[config.mk]
export PLATFORM = sky130hd
export DESIGN_NAME = fetch_sequencer
export DESIGN_NICKNAME = d
export VERILOG_FILES = /design/src/rtl/fetch_sequencer.sv
export SDC_FILE = /design/constraint.sdc
export NUM_CORES = 1
export LEC_CHECK = 0
export ABC_AREA = 1
export CAP_MARGIN = 20
export CORE_MARGIN = 2
export CORE_UTILIZATION = 50
export DETAILED_ROUTE_END_ITERATION = 8
export HOLD_SLACK_MARGIN = 0.15
export MAX_ROUTING_LAYER = met4
export PLACE_DENSITY = 0.85
export RECOVER_POWER = 25
export SLEW_MARGIN = 20
export SYNTH_ARGS = -nofsm -noshare
export SYNTH_HDL_FRONTEND = slang
export SYNTH_SLANG_ARGS = --single-unit
[constraint.sdc]
create_clock -name clk -period 3.3 [get_ports clk]
set_clock_uncertainty 0.15 [all_clocks]
set_input_delay 0.66 -clock clk [delete_from_list [all_inputs] [get_ports clk]]
set_output_delay 0.66 -clock clk [all_outputs]
set_load 0.1 [all_outputs]
[src/rtl/fetch_sequencer.sv]
// Program-counter sequencer for a zero-latency instruction memory: issues one
// instruction per cycle, honours stall and taken branches, and stops on the halt word.
module fetch_sequencer #(
  parameter int unsigned PC_BITS   = 12,
  parameter int unsigned CNT_BITS  = 16,
  parameter logic [8:0]  HALT_WORD = 9'h1FF
) (
  input  logic                clk,
  input  logic                reset,
  input  logic                start,
  input  logic [PC_BITS-1:0]  start_pc,
  input  logic                stall,
  input  logic                branch_taken,
  input  logic [PC_BITS-1:0]  branch_target,
  input  logic [2:0]          instr_op,
  input  logic [2:0]          instr_r1,
  input  logic [2:0]          instr_r2,
  output logic [PC_BITS-1:0]  pc,
  output logic                issue_valid,
  output logic                busy,
  output logic                done,
  output logic [CNT_BITS-1:0] instr_count
);

  typedef enum logic [1:0] {IDLE, RUN, HALT} state_t;

  state_t state;
  logic   halt_seen;

  // A halt word fetched under stall is not yet final; it is re-examined once stall drops.
  assign halt_seen   = ({instr_op, instr_r1, instr_r2} == HALT_WORD) && !stall;
  assign busy        = (state == RUN);
  assign issue_valid = busy && !stall && !halt_seen;

  always_ff @(posedge clk) begin
    if (reset) begin
      state       <= IDLE;
      pc          <= '0;
      instr_count <= '0;
      done        <= 1'b0;
    end else begin
      done <= 1'b0;
      case (state)
        RUN: begin
          if (halt_seen) begin
            state <= HALT;
            done  <= 1'b1;
          end else if (!stall) begin
            pc <= branch_taken ? branch_target : pc + PC_BITS'(1);
            if (instr_count != '1)
              instr_count <= instr_count + CNT_BITS'(1);
          end
        end
        default: begin
          if (start) begin
            pc          <= start_pc;
            instr_count <= '0;
            state       <= RUN;
          end
        end
      endcase
    end
  end

endmodule

Word-level counts from Yosys, hierarchy flattened
Index checks and enable logic that the tools add are counted.

word-level totals
  register bits = 31

cells by class
  add/subtract/negate cells = 2
  equality and inequality tests = 7
  multiplexer cells = 14
  bitwise operators = 1
  reductions and logical operators = 10

operators by type and width
  kind                     count
  $mux W16                 5
  $mux W12                 5
  $add A16 B1 Y16 const B  1
  $ne A16 B16 Y1 const B   1
  $add A12 B1 Y12 const B  1
  $eq A9 B9 Y1 const B     1
  $mux W2                  3
  $ne A2 B1 Y1 const B     2
  $ne A2 B2 Y1 const B     2
  $reduce_and A4 Y1        1
  $logic_and A1 B1 Y1      3
  $reduce_and A3 Y1        1
  $eq A2 B1 Y1 const B     1
  $logic_not A1 Y1         2
  $reduce_and A2 Y1        1
  $reduce_bool A2 Y1       1
  $reduce_or A2 Y1         1
  $mux W1                  1
  $not A1 Y1               1

Depth between registers and ports, before layout
Gate-level depths: netlist of the first run.

  word-level depth = 5
  depth in mapped cells = 11

Least setup slack after synthesis of the first run
Ideal clock, no wire load.

  path kind = flip-flop to flip-flop
  start = register instr_count[0]
  end = register instr_count[3]
  arrival = 2.306 ns
  required time = 3.081 ns
  path slack = 0.776 ns
  cell stages (with the launch flop) = 9
  period minus slack after synthesis = 2.524 ns
  cells stage by stage = dfxtp_1 > ha_1 > nand3_2 > nor2_4 > nand4_4 > nand2_4 > buf_12 > nand2_1 > a21oi_2

between the ends
  word-level cells in the longest chain between the ends = 5
  elaborated cells between the ends (all ways) = 8

ends and longest elaborated chain
  what                      line  source
  start: declaration        22    output logic [CNT_BITS-1:0] instr_count
  start signal: assignment  51    instr_count <= instr_count + CNT_BITS'(1);
  $add A16 B1 Y16           51
  $mux W16                  50    if (instr_count != '1)
  $mux W16                  48    end else if (!stall) begin
  $mux W16                  45    if (halt_seen) begin
  $mux W16                  43    case (state)

Parallel ways exist; a longest one is shown, timed or not. The select of a mux whose other input is x is not followed.
A chain may end at the register's enable or synchronous reset.

Worst setup path after layout of the first run
  start = register state[1]
  end = output port busy

between the ends
  word-level cells in the longest chain between the ends = 1

ends and longest elaborated chain
  what                      line  source
  start: declaration        27    state_t state;
  start signal: assignment  37    state <= IDLE;
  start signal: assignment  46    state <= HALT;
  start signal: assignment  58    state <= RUN;
  $eq A2 B1 Y1              32    assign busy = (state == RUN);
  end: declaration          20    output logic busy,

Every way passes these cells.

==> run_results.csv, run 1 <==
group,metric,value,unit
timing,finalCriticalPeriod,2.72,ns
grt,grt_pass1_wl,9960,microns
synthesis,synth_top_area_share,28.3,%
timing,hold_slack,0.340,ns
placed_design,placed_cell_area,0.00283,sq mm
worst_setup_path,cp.arrival,1.91,ns
clock_tree,cts_buffers,5,
timing,setup_tns,0,ns
worst_setup_path,crit_chain,"inv_1 -> nand2_1 -> inv_1 -> buf_12",
worst_setup_path,slowest_stage,"nand2_1",
synthesis,syn_area,0.00220,sq mm
power,p_clk_share,34.9,%
clock_tree,tritoncts,"yes",
job,maxCapViolations,0,
finish,antenna_cells,0,
clock_tree,cts-hold-fix-buffers,0,
placed_design,place_congestion,0.925,
power,ir_drop,0.269,mV
synthesis,synthMuxAreaShare,0,%
worst_setup_path,crit_path_end_kind,"output port",
worst_setup_path,r2r_slack,0.88,ns
floorplan,num_io_pins,69,
finish,multi_input_area,0.00133,sq mm
detailed_routing,vias,2513,
synthesis,yosysTopAreaCell,"dfxtp_1",
timing,clock.fmax,368,MHz
floorplan,die_area,0.00494,sq mm
grt,grt_pass1_vias,2273,
worst_setup_path,rr_worst_depth,8,
worst_setup_path,crit_required,2.49,ns
timing,finalHoldViolCount,0,
power,p_sw,0.000398,W
worst_setup_path,endpoint,"busy",
floorplan,rows,24,
synthesis,synthSimpleGateAreaFrac,39.8,%
detailed_routing,drt_iter0_drc,197,
placed_design,port_buffers,68,
worst_setup_path,r2r-end,"instr_count[14]",
clock_tree,cts_resized,0,
timing,setup_viol_count_final,0,
floorplan,die_h,70.3,microns
clock_tree,worst_setup_hold_path_clk_slew,0.06,ns
power,combPwrFrac,28.2,%
power,pwr-share-seq,36.9,%
finish,drive_above_1_share,11.1,%
finish,area_growth,31.6,%
worst_setup_path,path_delay_family,"buffers and inverters",
clock_tree,clockBufferDepth,2,
timing,slew_viol_final,0,
finish,final_util,67.3,%
min_path,hold_path_class,"reg -> reg",
synthesis,yosysSeqAreaShare,28.3,%
clock_tree,cts_setup_buffers,0,
worst_setup_path,path_buf_inv,3,
power,swShare,35.4,%
grt,grtUsageTotal,25.1,%
timing,rsz0062_at_grt,"false",
finish,final_nets,464,
synthesis,syn_avg_cell_area,6.12,sq um
detailed_routing,routed_wl,5980,microns
worst_setup_path,path_max_fanout,18,
power,power.density,389,mW/mm^2
detailed_routing,ant_nets,0,
worst_setup_path,r2r_start,"state[1]",
clock_tree,h-tree-depth,2,
worst_setup_path,worstSetupPathType,"reg -> out",
detailed_routing,routedWlPerCell,12.5,microns
clock_tree,clkSinkCount,31,
placed_design,dp_cells,469,
synthesis,synthTopCellsByArea,"dfxtp_1, nand2_1, nor2_1, nand3_1, inv_1",
grt,grt_remaining_overflow,0,
timing,tightest_slew,1.18,ns
synthesis,syn_inst,359,
finish,fill_cells,406,
clock_tree,cts_root_buf,"clkbuf_8",
worst_setup_path,startpoint_type,"register",
floorplan,initial_utilization,51.1,%
grt,antenna_found_initial,0,
floorplan,die_w,70.3,microns
detailed_routing,viasPerCell,5.27,
synthesis,synth_compound_area_share,17.7,%
power,cellInternalPower,0.000727,W
detailed_routing,drcViolationCount,0,
timing,relSlewSlack,22.0,%
synthesis,synth_seq_cells,31,
synthesis,ys_types,27,
finish,seqCellArea,621,sq um
placed_design,post-dp-hpwl,4310,microns
status,status,"finished, final reports clean",
clock_tree,clk-insertion-delay-late,0.29,ns
worst_setup_path,max_stage_delay,0.50,ns
synthesis,synth_top_family_by_area,"simple AND/OR/NAND/NOR gates",
synthesis,synthAdderAreaFrac,1.14,%
synthesis,synth-xor-area-share,1.99,%
finish,fin_area,0.00289,sq mm
timing,post-route-period-util,82.4,%
detailed_routing,first_pass_iters,4,
worst_setup_path,cp-startpoint,"state[1]",
synthesis,ys.warnings.count,0,
grt,grt_max_degree,20,
finish,final_cells,477,
power,p_leak,1.17,nW
synthesis,syn_nets,399,
floorplan,core,0.00429,sq mm
worst_setup_path,path_depth,4,
worst_setup_path,cpMostUsedCell,"inv_1",
## kinds of logic after synthesis
group	Yosys count
and+or+nand+nor	196
AOI/OAI and AO/OA	69
adders and majority gates	2
buffers and inverters	56
DFF	31
xor gates and xnor gates	5
## layout by cell type, fill, tap and decap left out
cell	Yosys	layout
nand2_1	75	75
nor2_1	59	59
inv_1	43	43
clkdlybuf4s50_1	0	37
nand3_1	35	35
dfxtp_1	31	31
a21oi_1	29	29
o21ai_0	27	27
buf_4	0	17
clkbuf_1	4	15
a21oi_2	8	8
nand4_1	8	8
nor3_1	7	7
clkbuf_8	0	6
nand2_2	5	5
xor2_1	4	4
a22oi_1	3	3
nor2_4	2	2
o211ai_1	2	2
ha_1	2	2
buf_12	1	2
nand3_2	1	1
nand4_4	1	1
nand2_4	1	1
xnor2_1	1	1
or2_2	1	1
and3_2	1	1
bufinv_16	0	1
clkinv_2	0	1
## power by group through the flow
stage	combinational (W)	clock (W)	sequential, W
finish	0.000317	0.000392	0.000415
global route	0.000339	0.000406	0.000418
detailed placement	0.000325	0	0.000423
floorplan	0.000113	0	0.000537
CTS	0.000326	0.000393	0.000415
global placement	0.000322	0	0.000423
## per-layer routing
layer	GRT usage, %	share of wire [%]	wire length (microns)
met1	30.4	44	2610
met2	42.2	47	2820
met3	6.06	7.5	448
met4	5.77	1.6	96
met5	-	0	0
## how the worst min path moves through the flow
stage	cells after the start	startpoint	slack, ns	to
floorplan	2	state[1]	0.31	state[1]
global route	2	state[1]	0.38	state[1]
finish	2	state[1]	0.34	state[1]
global placement	2	state[1]	0.32	state[1]
detailed placement	2	state[1]	0.33	state[1]
CTS	2	state[1]	0.34	state[1]
## state kept, by name, summed over array words and instances, names as in the netlist
signal,cells
instr_count,16
pc,12
state,2
done,1
## worst reg2reg max path, cell delays in order, from the launching register on
cell and delay [ns]:
dfxtp_1 0.33, inv_1 0.06, nand2_1 0.50, nand2_1 0.31, nand2_2 0.38, nand2_4 0.22
inv_1 0.20, nand2_1 0.07, a21oi_1 0.13
## stage by stage
step           worst slack [ns]  total power [W]
2_1_floorplan             0.776         0.000650
3_3_place_gp              0.693         0.000745
3_5_place_dp              0.623         0.000748
4_1_cts                   0.587          0.00113
5_1_grt                   0.495          0.00116
6_report                  0.581          0.00112
## layout make-up
cell class / instances / area share, %
clock inverters: 2 / 1.21
well taps: 52 / 2.25
repair buffers: 71 / 20.6
inverters: 43 / 5.59
flip-flops and latches: 31 / 21.5
clock buffers: 6 / 2.86
multi-input cells: 272 / 46.0
## cells in the mapped netlist
library cell / number
and3_2: 1
nand4_1: 8
buf_1: 3
nand3_2: 1
inv_1: 43
xor2_1: 4
nand2_2: 5
a21oi_2: 8
a22oi_1: 3
clkbuf_1: 4
buf_6: 2
or2_2: 1
dfxtp_1: 31
o211ai_1: 2
a21oi_1: 29
ha_1: 2
nand3_1: 35
buf_2: 3
xnor2_1: 1
nor2_1: 59
nand2_4: 1
o21ai_0: 27
nor2_4: 2
nor3_1: 7
buf_12: 1
nand4_4: 1
nand2_1: 75
(Power assumes the default switching activity.)
==> inputs of run 2 (changes only) <==
Settings changed: CORE_UTILIZATION 50 to 47, PLACE_DENSITY 0.85 to 0.81.
Clock period 3.3 ns to 2.7 ns, I/O delays scaled along.
==> run_results.csv, run 2 (synthesis gave the netlist of run 1 again) <==
group,metric,value,unit
clock_tree,clkSinkCount,31,
finish,multi_input_area,0.00133,sq mm
grt,grt_remaining_overflow,0,
timing,post-route-period-util,88.7,%
timing,slew_viol_final,0,
detailed_routing,routed_wl,6090,microns
grt,grtUsageTotal,24.1,%
power,finalPower,0.00127,W
timing,setup_viol_count_final,0,
min_path,hold_path_class,"reg -> reg",
detailed_routing,vias,2541,
placed_design,port_buffers,68,
grt,met2_usage,39.2,%
clock_tree,cts_resized,0,
detailed_routing,routedWlPerCell,12.7,microns
worst_setup_path,worstSetupPathType,"in -> out",
power,ir_drop,0.252,mV
timing,tightest_slew,1.18,ns
clock_tree,cts_setup_buffers,0,
worst_setup_path,cp.arrival,1.70,ns
power,p_leak,1.17,nW
grt,grt_pass1_wl,9940,microns
timing,finalCriticalPeriod,2.39,ns
job,maxCapViolations,0,
timing,hold_slack,0.332,ns
detailed_routing,drcViolationCount,0,
floorplan,num_io_pins,69,
status,status,"finished, final reports clean",
finish,largest-register,"instr_count",
worst_setup_path,crit_path_end_kind,"output port",
floorplan,die_area,0.00523,sq mm
finish,fill_cells,407,
placed_design,dp_cells,471,
clock_tree,worst_setup_hold_path_clk_slew,0.07,ns
finish,final_nets,466,
grt,gr-usage-met1,30.8,%
finish,final_cells,478,
floorplan,die_w,72.4,microns
floorplan,rows,24,
finish,antenna_cells,0,
floorplan,core,0.00441,sq mm
placed_design,post-dp-hpwl,4420,microns
floorplan,die_h,72.4,microns
worst_setup_path,startpoint_type,"input pin",
clock_tree,cts_root_buf,"clkbuf_8",
finish,drive_above_1_share,11.3,%
clock_tree,clk-insertion-delay-late,0.28,ns
worst_setup_path,crit_required,2.01,ns
placed_design,place_congestion,0.949,
placed_design,placed_cell_area,0.00284,sq mm
timing,clock.fmax,418,MHz
finish,final_cell_mix,"nand2_1, nor2_1, inv_1",
worst_setup_path,path_max_fanout,5,
grt,grt.busiest_layer,"met2",
finish,largest_register_ffs,16,
detailed_routing,first_pass_iters,5,
finish,fin_area,0.00287,sq mm
finish,area_growth,30.9,%
timing,finalHoldViolCount,0,
grt,antenna_found_initial,0,
detailed_routing,viasPerCell,5.32,
floorplan,initial_utilization,49.7,%
timing,relSlewSlack,21.9,%
clock_tree,h-tree-depth,2,
detailed_routing,ant_nets,0,
finish,layout_commonest_cell,"nand2_1",
finish,seqCellArea,621,sq um
clock_tree,tritoncts,"yes",
timing,setup_tns,0,ns
grt,met3_usage,4.86,%
finish,reg_top3,"instr_count: 16 flops, pc: 12 flops, state: 2 flops",
power,power.density,443,mW/mm^2
grt,grt_max_degree,18,
clock_tree,clockBufferDepth,2,
detailed_routing,drt_iter0_drc,147,
clock_tree,cts-hold-fix-buffers,0,
timing,rsz0062_at_grt,"false",
clock_tree,cts_buffers,5,
grt,grt_pass1_vias,2177,
## run 2: cell type report
cell class                 instances  area share (%)
multi-input combinational        272            46.3
clock buffer                       6            2.87
sequential                        31            21.6
clock inverter                     1           0.174
timing repair buffer              73            21.2
inverter                          43            5.62
tap                               52            2.26
## run 2: worst paths after layout
check / startpoint / endpoint / slack, ns / cells after the start
worst max-delay path: instr_r1[1] / issue_valid / 0.31 / 7
worst min-delay path: state[1] / state[1] / 0.33 / 2
worst max register to register: instr_count[0] / instr_count[1] / 0.43 / 8
worst min register to register: state[1] / state[1] / 0.33 / 2
## run 2: where the power goes
group / leakage [nW] / internal, W / switching, W
Sequential: 0.253 / 0.000479 / 0.0000289
Combinational: 0.867 / 0.000113 / 0.000279
Clock: 0.0470 / 0.000200 / 0.000175
Total: 1.17 / 0.000792 / 0.000483
## run 2: stage by stage
step | worst slack (ns) | utilization [%]
finish | 0.305 | 65.1
global route | 0.194 | 65.1
CTS | 0.316 | 66.4
detailed placement | 0.315 | 64.4
global placement | 0.352 | 64.4
floorplan | 0.176 | -
## run 2: per-layer routing
metal / vias up / wire, microns
li1: 1303 / -
met2: 90 / 2850
met5: - / 0
met4: 0 / 55
met1: 1140 / 2800
met3: 8 / 386
## run 2: worst max-delay path, stage by stage
cell,delay (ns)
clkdlybuf4s50_1,0.46
nand2_1,0.05
nor2_1,0.13
nand3_1,0.09
nand2_1,0.16
inv_1,0.10
buf_12,0.17
